==> src/rtl/seq_tx_if.sv <==
// Parallel frame load port for seq_tx: valid/ready handshake carrying data, length and repeat count.
interface seq_tx_if #(
   parameter int unsigned WIDTH = 8,
   parameter int unsigned LEN_W = 4,
   parameter int unsigned REP_W = 4
);
   logic             valid;
   logic             ready;
   logic [WIDTH-1:0] data;
   logic [LEN_W-1:0] len;
   logic [REP_W-1:0] rep;

   modport master (output valid, output data, output len, output rep, input ready);
   modport slave  (input valid, input data, input len, input rep, output ready);
endinterface

==> src/rtl/seq_tx.sv <==
// Bit-serial pattern transmitter: shifts a loaded frame out MSB-first, repeating it with optional
// idle gaps between repetitions.
module seq_tx #(
   parameter int unsigned WIDTH = 8,
   parameter int unsigned LEN_W = 4,
   parameter int unsigned REP_W = 4,
   parameter int unsigned GAP   = 2
) (
   input  logic     clk_i,
   input  logic     rstn_i,
   seq_tx_if.slave  load,
   input  logic     abort_i,
   output logic     out_o,
   output logic     out_valid_o,
   output logic     busy_o,
   output logic     done_o
);

   localparam int unsigned DataPad = 2 ** LEN_W;
   localparam int unsigned GapW    = (GAP > 1) ? $clog2(GAP) : 1;
   localparam logic [LEN_W-1:0] WidthL = LEN_W'(WIDTH);

   typedef enum logic [1:0] {StIdle, StShift, StGap} state_e;

   state_e             state_q, state_d;
   logic [WIDTH-1:0]   data_q, data_d;
   logic [LEN_W-1:0]   len_q, len_d;
   logic [LEN_W-1:0]   idx_q, idx_d;
   logic [REP_W-1:0]   rep_q, rep_d;
   logic [GapW-1:0]    gap_q, gap_d;
   logic               out_q, out_d;
   logic               out_valid_q, out_valid_d;
   logic               done_q, done_d;

   // Zero-extended views so any LEN_W-wide index stays in range.
   logic [DataPad-1:0] data_ext;
   logic [DataPad-1:0] load_ext;
   logic [LEN_W-1:0]   len_eff;

   assign data_ext = DataPad'(data_q);
   assign load_ext = DataPad'(load.data);
   assign len_eff  = (load.len > WidthL) ? WidthL : load.len;

   always_comb begin
      state_d     = state_q;
      data_d      = data_q;
      len_d       = len_q;
      idx_d       = idx_q;
      rep_d       = rep_q;
      gap_d       = gap_q;
      out_d       = 1'b0;
      out_valid_d = 1'b0;
      done_d      = 1'b0;

      unique case (state_q)
         StIdle: begin
            if (!abort_i && load.valid) begin
               data_d = load.data;
               len_d  = len_eff;
               rep_d  = load.rep;
               if (len_eff == '0) begin
                  done_d = 1'b1;
               end else begin
                  state_d     = StShift;
                  idx_d       = len_eff - LEN_W'(1);
                  out_d       = load_ext[len_eff - LEN_W'(1)];
                  out_valid_d = 1'b1;
               end
            end
         end
         StShift: begin
            if (abort_i) begin
               state_d = StIdle;
            end else if (idx_q != '0) begin
               idx_d       = idx_q - LEN_W'(1);
               out_d       = data_ext[idx_q - LEN_W'(1)];
               out_valid_d = 1'b1;
            end else if (rep_q != '0) begin
               if (GAP > 0) begin
                  state_d = StGap;
                  gap_d   = GapW'(GAP - 1);
               end else begin
                  rep_d       = rep_q - REP_W'(1);
                  idx_d       = len_q - LEN_W'(1);
                  out_d       = data_ext[len_q - LEN_W'(1)];
                  out_valid_d = 1'b1;
               end
            end else begin
               state_d = StIdle;
               done_d  = 1'b1;
            end
         end
         StGap: begin
            if (abort_i) begin
               state_d = StIdle;
            end else if (gap_q == '0) begin
               state_d     = StShift;
               rep_d       = rep_q - REP_W'(1);
               idx_d       = len_q - LEN_W'(1);
               out_d       = data_ext[len_q - LEN_W'(1)];
               out_valid_d = 1'b1;
            end else begin
               gap_d = gap_q - GapW'(1);
            end
         end
         default: state_d = StIdle;
      endcase
   end

   always_ff @(posedge clk_i) begin
      if (!rstn_i) begin
         state_q     <= StIdle;
         data_q      <= '0;
         len_q       <= '0;
         idx_q       <= '0;
         rep_q       <= '0;
         gap_q       <= '0;
         out_q       <= 1'b0;
         out_valid_q <= 1'b0;
         done_q      <= 1'b0;
      end else begin
         state_q     <= state_d;
         data_q      <= data_d;
         len_q       <= len_d;
         idx_q       <= idx_d;
         rep_q       <= rep_d;
         gap_q       <= gap_d;
         out_q       <= out_d;
         out_valid_q <= out_valid_d;
         done_q      <= done_d;
      end
   end

   assign load.ready  = (state_q == StIdle);
   assign busy_o      = (state_q != StIdle);
   assign out_o       = out_q;
   assign out_valid_o = out_valid_q;
   assign done_o      = done_q;

endmodule

==> src/flat_wrapper.sv <==
// flat-port wrapper written by rule: the top's interface ports become plain ports
module seq_tx_flat 
#(
   parameter int unsigned WIDTH = 8,
   parameter int unsigned LEN_W = 4,
   parameter int unsigned REP_W = 4,
   parameter int unsigned GAP   = 2
)
  (clk_i, rstn_i, abort_i, out_o, out_valid_o, busy_o, done_o, load_valid, load_data, load_len, load_rep, load_ready);
  seq_tx_if #(.WIDTH(WIDTH), .LEN_W(LEN_W), .REP_W(REP_W)) load_i ();
  input  logic clk_i;
  input  logic rstn_i;
  input  logic abort_i;
  output logic out_o;
  output logic out_valid_o;
  output logic busy_o;
  output logic done_o;
  input wire logic [$bits(load_i.valid)-1:0] load_valid;
  input wire logic [$bits(load_i.data)-1:0] load_data;
  input wire logic [$bits(load_i.len)-1:0] load_len;
  input wire logic [$bits(load_i.rep)-1:0] load_rep;
  output wire logic [$bits(load_i.ready)-1:0] load_ready;
  assign load_i.valid = load_valid;
  assign load_i.data = load_data;
  assign load_i.len = load_len;
  assign load_i.rep = load_rep;
  assign load_ready = load_i.ready;
  seq_tx #(.WIDTH(WIDTH), .LEN_W(LEN_W), .REP_W(REP_W), .GAP(GAP)) u_core (.clk_i(clk_i), .rstn_i(rstn_i), .load(load_i), .abort_i(abort_i), .out_o(out_o), .out_valid_o(out_valid_o), .busy_o(busy_o), .done_o(done_o));
endmodule
==> config.mk <==
export PLATFORM = sky130hd
export DESIGN_NAME = seq_tx_flat
export DESIGN_NICKNAME = d
export VERILOG_FILES = /design/src/rtl/seq_tx_if.sv /design/src/rtl/seq_tx.sv /design/src/flat_wrapper.sv
export SDC_FILE = /design/constraint.sdc
export NUM_CORES = 1
export LEC_CHECK = 0
export ABC_AREA = 0
export CORE_MARGIN = 3
export CORE_UTILIZATION = 40
export CTS_CLUSTER_DIAMETER = 40
export DETAILED_ROUTE_END_ITERATION = 10
export MAX_ROUTING_LAYER = met4
export PLACE_DENSITY = 0.64
export RECOVER_POWER = 25
export SETUP_SLACK_MARGIN = 0.05
export SLEW_MARGIN = 10
export SYNTH_ARGS = -nofsm -noshare
export SYNTH_HDL_FRONTEND = slang
export SYNTH_SLANG_ARGS = --single-unit
==> constraint.sdc <==
create_clock -name clk_i -period 4.56 [get_ports clk_i]
set_clock_uncertainty 0.2 [all_clocks]
set_input_delay 0.684 -clock clk_i [delete_from_list [all_inputs] [get_ports clk_i]]
set_output_delay 0.684 -clock clk_i [all_outputs]
set_load 0.005 [all_outputs]
# [Word-level counts from Yosys, hierarchy flattened]
# Index checks and enable logic that the tools add are counted.
[classes] addsub=5 order_cmp=4 n_eq_ne=12 n_mux=52 n_reduce_logical=15
[op_table] cell="4-bit 2-to-1 mux" n=10
[op_table] cell="1-bit 2-to-1 mux" n=25
[op_table] cell="4-bit by 1-bit subtractor with 4-bit output (second input constant)" n=4
[op_table] cell="4-bit by 5-bit < comparator with 1-bit output (second input constant)" n=3
[op_table] cell="2-bit 2-to-1 mux" n=7
[op_table] cell="1-bit binary-select mux with 4-bit select" n=3
[op_table] cell="4-bit one-hot mux with 3 select lines" n=1
[op_table] cell="2-bit != test (second input constant)" n=5
[op_table] cell="4-bit one-hot mux with 2 select lines" n=1
[op_table] cell="4-bit AND reduction" n=2
[op_table] cell="4-bit nonzero test" n=2
[op_table] cell="7-bit AND reduction" n=1
[op_table] cell="2-bit by 1-bit != test with 1-bit output (second input constant)" n=3
[op_table] cell="3-bit != test (second input constant)" n=2
[op_table] cell="1-bit one-hot mux with 3 select lines" n=2
[op_table] cell="2-bit one-hot mux with 3 select lines" n=1
[op_table] cell="2-bit nonzero test" n=3
[op_table] cell="5-bit AND reduction" n=1
[op_table] cell="4-bit greater-than comparator (second input constant)" n=1
[op_table] cell="4-bit logical NOT" n=1
[op_table] cell="1-bit one-hot mux with 2 select lines" n=2
[op_table] cell="3-bit nonzero test" n=1
[op_table] cell="2-bit by 1-bit == test with 1-bit output (second input constant)" n=1
[op_table] cell="2-bit == test (second input constant)" n=1
[op_table] cell="other kinds (5)" n=5
[word_totals] reg_bits=26 input_bits=20 output_inout_bits=5 wordCells=97

# [Depth between registers and ports, before layout]
# Gate-level depths: netlist of the first run.
[logic_depth] ltp_word=8 ltp_mapped=9 depth_no_buf=7

# [Worst setup path before layout of the first run]
# OpenSTA, ideal clock, no wires.
[synth_timing] path_type="input to register" from="input load_len[3]" to="register u_core.out_q, in the netlist u_core.out_o" setup_time_ns=0.120 t_arrival_ns=1.964 required_time_ns=4.240 slack_ns=2.276 path_stages=7 path_buffers=1 path_cell_list="nand2b_1 buf_4 ha_1 xnor2_2 mux2_2 o21ai_1 o31ai_1"
[synth_via] elab_chain_len=8 word_cells_on_any_way=9 classes_between="add/sub (1); order compare (1); mux (6); reduce/logical (1)"
[synth_rtl] item="from (decl)" line_no="flat_wrapper.sv:20" source="input wire logic [$bits(load_i.len)-1:0] load_len;"
[synth_rtl] item="4-bit greater-than comparator" line_no="seq_tx.sv:42" source="assign len_eff = (load.len > WidthL) ? WidthL : load.len;"
[synth_rtl] item="4-bit 2-to-1 mux *" line_no="seq_tx.sv:42"
[synth_rtl] item="4-bit by 1-bit subtractor with 4-bit output" line_no="seq_tx.sv:66" source="out_d = load_ext[len_eff - LEN_W'(1)];"
[synth_rtl] item="1-bit binary-select mux with 4-bit select" line_no="seq_tx.sv:66"
[synth_rtl] item="1-bit 2-to-1 mux (implied by the code)" line_no="seq_tx.sv:66"
[synth_rtl] item="1-bit 2-to-1 mux *" line_no="seq_tx.sv:61" source="if (len_eff == '0) begin"
[synth_rtl] item="1-bit 2-to-1 mux *" line_no="seq_tx.sv:57" source="if (!abort_i && load.valid) begin"
[synth_rtl] item="1-bit one-hot mux with 3 select lines *" line_no="seq_tx.sv:55" source="unique case (state_q)"
[synth_rtl] item="to (signal assigned)" line_no="seq_tx.sv:128" source="out_q <= out_d;"
[synth_rtl] item="to (decl)" line_no="seq_tx.sv:31" source="logic out_q, out_d;"
# Every way passes the cells marked *; elsewhere a longest branch is shown, timed or not. The select of a mux whose other input is x is not followed.
# A chain may end at the register's enable or synchronous reset.

# [Final worst setup path of the first run]
[layout_timing] from="input load_len[3]" to="register u_core.state_q[0]"
[layout_via] elab_chain_len=5
[layout_rtl] item="4-bit greater-than comparator" line_no="seq_tx.sv:42"
[layout_rtl] item="4-bit 2-to-1 mux *" line_no="seq_tx.sv:42"
[layout_rtl] item="4-bit logical NOT *" line_no="seq_tx.sv:61"
[layout_rtl] item="2-bit != test (no line) *"
[layout_rtl] item="4-bit AND reduction (no line) *"
[layout_rtl] item="to (signal assigned)" line_no="seq_tx.sv:112" source="state_q <= StIdle;"
[layout_rtl] item="to (signal assigned)" line_no="seq_tx.sv:122" source="state_q <= state_d;"
[layout_rtl] item="to (decl)" line_no="seq_tx.sv:25" source="state_e state_q, state_d;"
# Every way passes the cells marked *; elsewhere a longest branch is shown, timed or not.

==> impl_metrics.toml, run 1 <==
[outcome]
status = "finished, final reports clean"

[cts]
clkTransAtPathRegs_ns = 0.09
cts-resized-gates = 0
cts_buffers = 3
root_buffer = "clkbuf_8"
clkSinkCount = 26
cts_hold_repair.buffers = 0
clock_latency_ns = 0.27
cts_max_path_buffers = 2
htreeDepth = 1
cts_setup_buffers = 0
cts_tree = "built"

[power]
leakage_uw = 0.000760
p_per_area_nw_per_um2 = 349
ir_drop_mv = 0.201
finalPower_uw = 697

[route]
wl_mm = 3.98
drt-wirelength-per-cell_um = 14.6
first_iter_violations = 88
vias_per_cell = 5.46
drt_pass1_iterations = 4
drc = 0
drtAntennaViolNets = 0
vias = 1486

[layout]
area_delta_synth_final_pct = 17.8
nets = 252
diodes = 0
fillCellCount = 394
multiInputGateArea_um2 = 1070
layout-drive-gt1-share_pct = 8.56
design_area_um2 = 2000
seqCellArea_um2 = 520

[global_route]
grt_pass1_vias = 1413
grt_first_pass_wirelength_mm = 6.81
grt-ovfl-total = 0
grt_max_degree = 22
antenna_found_initial = 0
track_usage_pct = 17.4

[critical_path]
worstPathRequired_ns = 4.51
endpoint_kind = "flop"
crit_arrival_ns = 2.70
slowest_stage = "clkdlybuf4s50_1"
cp_cell_sequence = "clkdlybuf4s50_1, nand2b_1, ha_1, nor3b_2, o21ai_4, nand3b_1, mux2i_1, nor2_1"
startpoint_type = "primary input"
critPathMaxStageDelay_ns = 0.59
critical_path_class = "in -> reg"
critPathMaxFanout = 7

[die]
dieArea_um2 = 5060
initial_core_util_pct = 41.8
die_w_um = 71.1
core_um2 = 4060
rows = 23
io_pins = 25
die_h_um = 71.1

[synthesis]
syn_area_um2 = 1700
ys_warn_count = 0
synth_ff_type = "dfxtp_1"
synth_cell_types = 46
postSynthCellCount = 203
async_reset_ff_share_pct = 0
synth_fp_nets = 232
ys_ff_latch = 26
avgSynthCellArea_um2 = 8.36
synth_edf_count = 0
ys_seq_area_share_pct = 30.7

[sta]
hold_slack_ns = 0.281
report.final.slew_viol_count = 0
hold_viol = 0
fmax_mhz = 363
rsz0062_at_grt = "no"
period_needed_ns = 2.76
tns_ns = 0
setup_viol = 0
fin_crit_sh_pct = 60.5
tightest_slew_ns = 0.812
slew_headroom_pct = 45.7

[job]
drv_cap = 0

[placed_design]
place.gp.congestion = 0.889
dpl.hpwl_mm = 3.08
port_buffers = 24
dpl_cell_area_um2 = 1950

[worst_hold_path]
hold_class = "reg -> reg"
-- layout make-up --
class	instances	area share, %
clock buffer	4	2.75
inverter	13	2.44
multi-input combinational	155	53.6
sequential	26	26.0
tap	50	3.13
timing repair buffer	24	12.0
-- routing by layer --
metal / GRT usage, % / vias up / share of wire, %
met5: - / - / 0
met4: 3.97 / 0 / 1.0
met3: 3.13 / 4 / 3.6
met2: 26.6 / 26 / 48
met1: 23.9 / 707 / 48
li1: - / 749 / -
-- metrics by stage --
stage	worst slack, ns	util (%)	instances
2_1_floorplan	2.28	-	203
3_3_place_gp	1.57	48.0	268
3_5_place_dp	1.51	48.0	268
4_1_cts	1.80	49.4	272
5_1_grt	1.62	49.3	272
6_report	1.80	49.3	272
-- flip-flops by register name (all words and copies together) (netlist names) --
signal              flops
u_core.data_q           8
u_core.idx_q            4
u_core.len_q            4
u_core.rep_q            4
u_core.state_q          2
u_core.done_o           1
u_core.gap_q            1
u_core.out_o            1
u_core.out_valid_o      1
-- worst paths after layout --
check	startpoint	to	slack [ns]	cells after the start
max	load_len[3]	u_core.state_q[0]$_SDFFE_PN0P_	1.80	8
max reg2reg	u_core.len_q[0]$_SDFFE_PN0P_	u_core.out_o$_SDFF_PN0_	2.24	7
min	u_core.data_q[1]$_SDFFE_PN0P_	u_core.data_q[1]$_SDFFE_PN0P_	0.28	2
min reg2reg	u_core.data_q[1]$_SDFFE_PN0P_	u_core.data_q[1]$_SDFFE_PN0P_	0.28	2
-- logic make-up after synthesis --
family / Yosys count / share of synthesized area [%]
AOI/OAI and AO/OA: 47 / 19.0
xor gates and xnor gates: 5 / 3.02
adders and majority gates: 9 / 6.64
buffers and inverters: 22 / 5.83
DFF: 26 / 30.7
muxes: 12 / 10.8
and+or+nand+nor: 82 / 24.0
-- power breakdown --
group / switching, µW / internal [µW]
Sequential: 21.2 / 251
Clock: 74.2 / 77.3
Combinational: 149 / 124
-- layout by cell type, fill, tap and decap left out, types with 6 or more instances in the layout --
cell | Yosys | layout
nor2_1 | 28 | 28
dfxtp_1 | 26 | 26
nand2_1 | 24 | 24
clkdlybuf4s50_1 | 0 | 20
a21oi_1 | 15 | 15
inv_1 | 13 | 13
ha_1 | 9 | 9
nor3_1 | 7 | 7
nand2b_1 | 6 | 6
o21ai_0 | 4 | 6
mux2i_1 | 6 | 6
-- worst max-delay path, delay by kind of cell --
kind	cells	cell delay, ns
muxes	1	0.19
adders and majority gates	1	0.28
buffers and inverters	1	0.59
and+or+nand+nor	4	0.84
AOI/OAI and AO/OA	1	0.11
-- cell usage after synthesis, drive strengths merged, types with 2 or more instances --
| master | count | area (µm²) |
|---|---|---|
| a211oi | 2 | 15.0 |
| a21oi | 15 | 75.1 |
| a221oi | 2 | 17.5 |
| a32oi | 2 | 17.5 |
| buf | 6 | 38.8 |
| clkbuf | 3 | 11.3 |
| dfxtp | 26 | 521 |
| ha | 9 | 113 |
| inv | 13 | 48.8 |
| mux2i | 6 | 60.1 |
| mux4 | 5 | 113 |
| nand2 | 24 | 90.1 |
| nand2b | 6 | 37.5 |
| nand3 | 4 | 32.5 |
| nor2 | 28 | 105 |
| nor2b | 4 | 27.5 |
| nor3 | 7 | 35.0 |
| nor3b | 2 | 25.0 |
| o21a | 3 | 22.5 |
| o21ai | 13 | 80.1 |
| o31ai | 2 | 15.0 |
| xor2 | 4 | 35.0 |
Power figures use the tool's default switching activity.
==> run 2: changes to the inputs <==
==> constraint.sdc (replaced) <==
create_clock -name clk_i -period 2.6 [get_ports clk_i]
set_clock_uncertainty 0.2 [all_clocks]
set_input_delay 0.39 -clock clk_i [delete_from_list [all_inputs] [get_ports clk_i]]
set_output_delay 0.39 -clock clk_i [all_outputs]
set_load 0.005 [all_outputs]
==> impl_metrics.toml, run 2 (synthesis gave the netlist of run 1 again) <==
[route]
met2_length_mm = 1.79
wl_mm = 3.89
vias_per_cell = 5.31
drt_pass1_iterations = 4
drt-wirelength-per-cell_um = 14.0
first_iter_violations = 86
drc = 0
highest_layer = "met4"
met1_length_mm = 1.91
drtAntennaViolNets = 0
vias = 1476
wl_met3_um = 133

[power]
ir_drop_mv = 0.214
p_int_uw = 805
clockPowerShare_pct = 21.4
leakage_uw = 0.000794
seq_power_share_pct = 39.0
switchingPower_uw = 426
combinationalPowerShare_pct = 39.6
swShare_pct = 34.6
finalPower_uw = 1230
p_per_area_nw_per_um2 = 598

[placed_design]
place.gp.congestion = 0.838
dpl_cell_area_um2 = 2010
dp_cells = 274
dpl.hpwl_mm = 3.07
port_buffers = 24

[sta]
tns_ns = 0
period_needed_ns = 2.34
slew_headroom_pct = 45.2
rsz0062_at_grt = "no"
setup_viol = 0
tightest_slew_ns = 0.822
fin_crit_sh_pct = 89.9
hold_viol = 0
report.final.slew_viol_count = 0
fmax_mhz = 428

[critical_path]
reg2reg_slack_ns = 0.40
startpoint_type = "primary input"
r2r_cells = 7
r2r-end = "u_core.out_o$_SDFF_PN0_"
crit_arrival_ns = 2.31
worstPathRequired_ns = 2.58
startpoint = "load_len[3]"
cp_cell_sequence = "clkdlybuf4s50_1, nand2b_1, ha_1, nor3b_1, o21ai_4, nand3_4, mux2i_1, nor2_1"
critPathMaxFanout = 5
critPathMaxStageDelay_ns = 0.53
setup.worst_path.end = "u_core.idx_q[2]$_SDFFE_PN0P_"
slowest_stage = "nor3b_1"
endpoint_kind = "flop"
r2r_start = "u_core.idx_q[0]$_SDFFE_PN0P_"
critical_path_class = "in -> reg"

[global_route]
antenna_found_initial = 0
grt_first_pass_wirelength_mm = 6.83
track_usage_pct = 17.1
grt_max_degree = 16
grt_pass1_vias = 1449
grt-ovfl-total = 0

[die]
dieArea_um2 = 5060
io_pins = 25
initial_core_util_pct = 41.8
rows = 23
core_um2 = 4060
die_w_um = 71.1
die_h_um = 71.1

[cts]
cts_hold_repair.buffers = 0
cts_tree = "built"
cts-resized-gates = 0
root_buffer = "clkbuf_8"
htreeDepth = 1
clock_latency_ns = 0.27
cts_max_path_buffers = 2
clkTransAtPathRegs_ns = 0.09
cts_buffers = 3
clkSinkCount = 26
cts_setup_buffers = 0

[layout]
layout_commonest_cell = "nor2_1"
final_cell_mix = "28 x nor2_1, 26 x dfxtp_1, 24 x nand2_1, 21 x clkdlybuf4s50_1, 15 x a21oi_1"
fin_cells = 278
regMostFlops = "u_core.data_q"
nets = 258
largest_reg_flops = 8
diodes = 0
layout-drive-gt1-share_pct = 11.0
design_area_um2 = 2060
area_delta_synth_final_pct = 21.2
fillCellCount = 398

[outcome]
status = "finished, final reports clean"

[worst_hold_path]
hold_class = "reg -> reg"
min-delay-start = "u_core.data_q[1]$_SDFFE_PN0P_"

[job]
drv_cap = 0
==> run 2: worst max-delay path, delay by kind of cell <==
kind / cells / cell delay (ns)
AND/OR/NAND/NOR: 4 / 0.84
buffers and inverters: 1 / 0.49
adder cells (fa/ha/maj): 1 / 0.24
multiplexers: 1 / 0.22
AO/OA/AOI/OAI: 1 / 0.13
==> run 2: worst min path at each step <==
stage / to / slack, ns / depth (start not counted)
after global placement: u_core.data_q[4]$_SDFFE_PN0P_ / 0.26 / 2
after detailed placement: u_core.data_q[1]$_SDFFE_PN0P_ / 0.26 / 2
after global routing: u_core.data_q[1]$_SDFFE_PN0P_ / 0.31 / 2
after floorplan: u_core.data_q[2]$_SDFFE_PN0P_ / 0.24 / 2
after CTS: u_core.data_q[1]$_SDFFE_PN0P_ / 0.27 / 2
final: u_core.data_q[1]$_SDFFE_PN0P_ / 0.27 / 2
==> run 2: area by class of cell <==
type	instances	area [µm²]	share of cell area [%]
Multi-Input combinational cell	155	1070	52.1
Sequential cell	26	520	25.3
Timing Repair Buffer	30	298	14.5
Tap cell	50	62.6	3.04
Clock buffer	4	55.1	2.68
Inverter	13	48.8	2.37
==> run 2: per-layer routing <==
layer  track usage [%]  up-vias
met5                 -        -
met2              26.3       26
met4              5.43        0
met3              3.13        8
met1              22.9      680
li1                  -      762
==> run 2: metrics by stage <==
| stage | worst slack [ns] | hold WS [ns] | utilization (%) |
|---|---|---|---|
| 6_report | 0.262 | 0.272 | 50.7 |
| 4_1_cts | 0.311 | 0.274 | 50.8 |
| 2_1_floorplan | 0.610 | 0.243 | - |
| 5_1_grt | 0.112 | 0.306 | 50.7 |
| 3_5_place_dp | 0.131 | 0.262 | 49.5 |
| 3_3_place_gp | 0.180 | 0.258 | 49.5 |
==> run 2: power groups by stage <==
stage | combinational, µW | clock [µW] | sequential [µW]
after floorplan | 357 | 0 | 479
after global placement | 486 | 0 | 488
after detailed placement | 491 | 0 | 489
after CTS | 492 | 270 | 480
after global routing | 545 | 294 | 487
final | 488 | 263 | 480
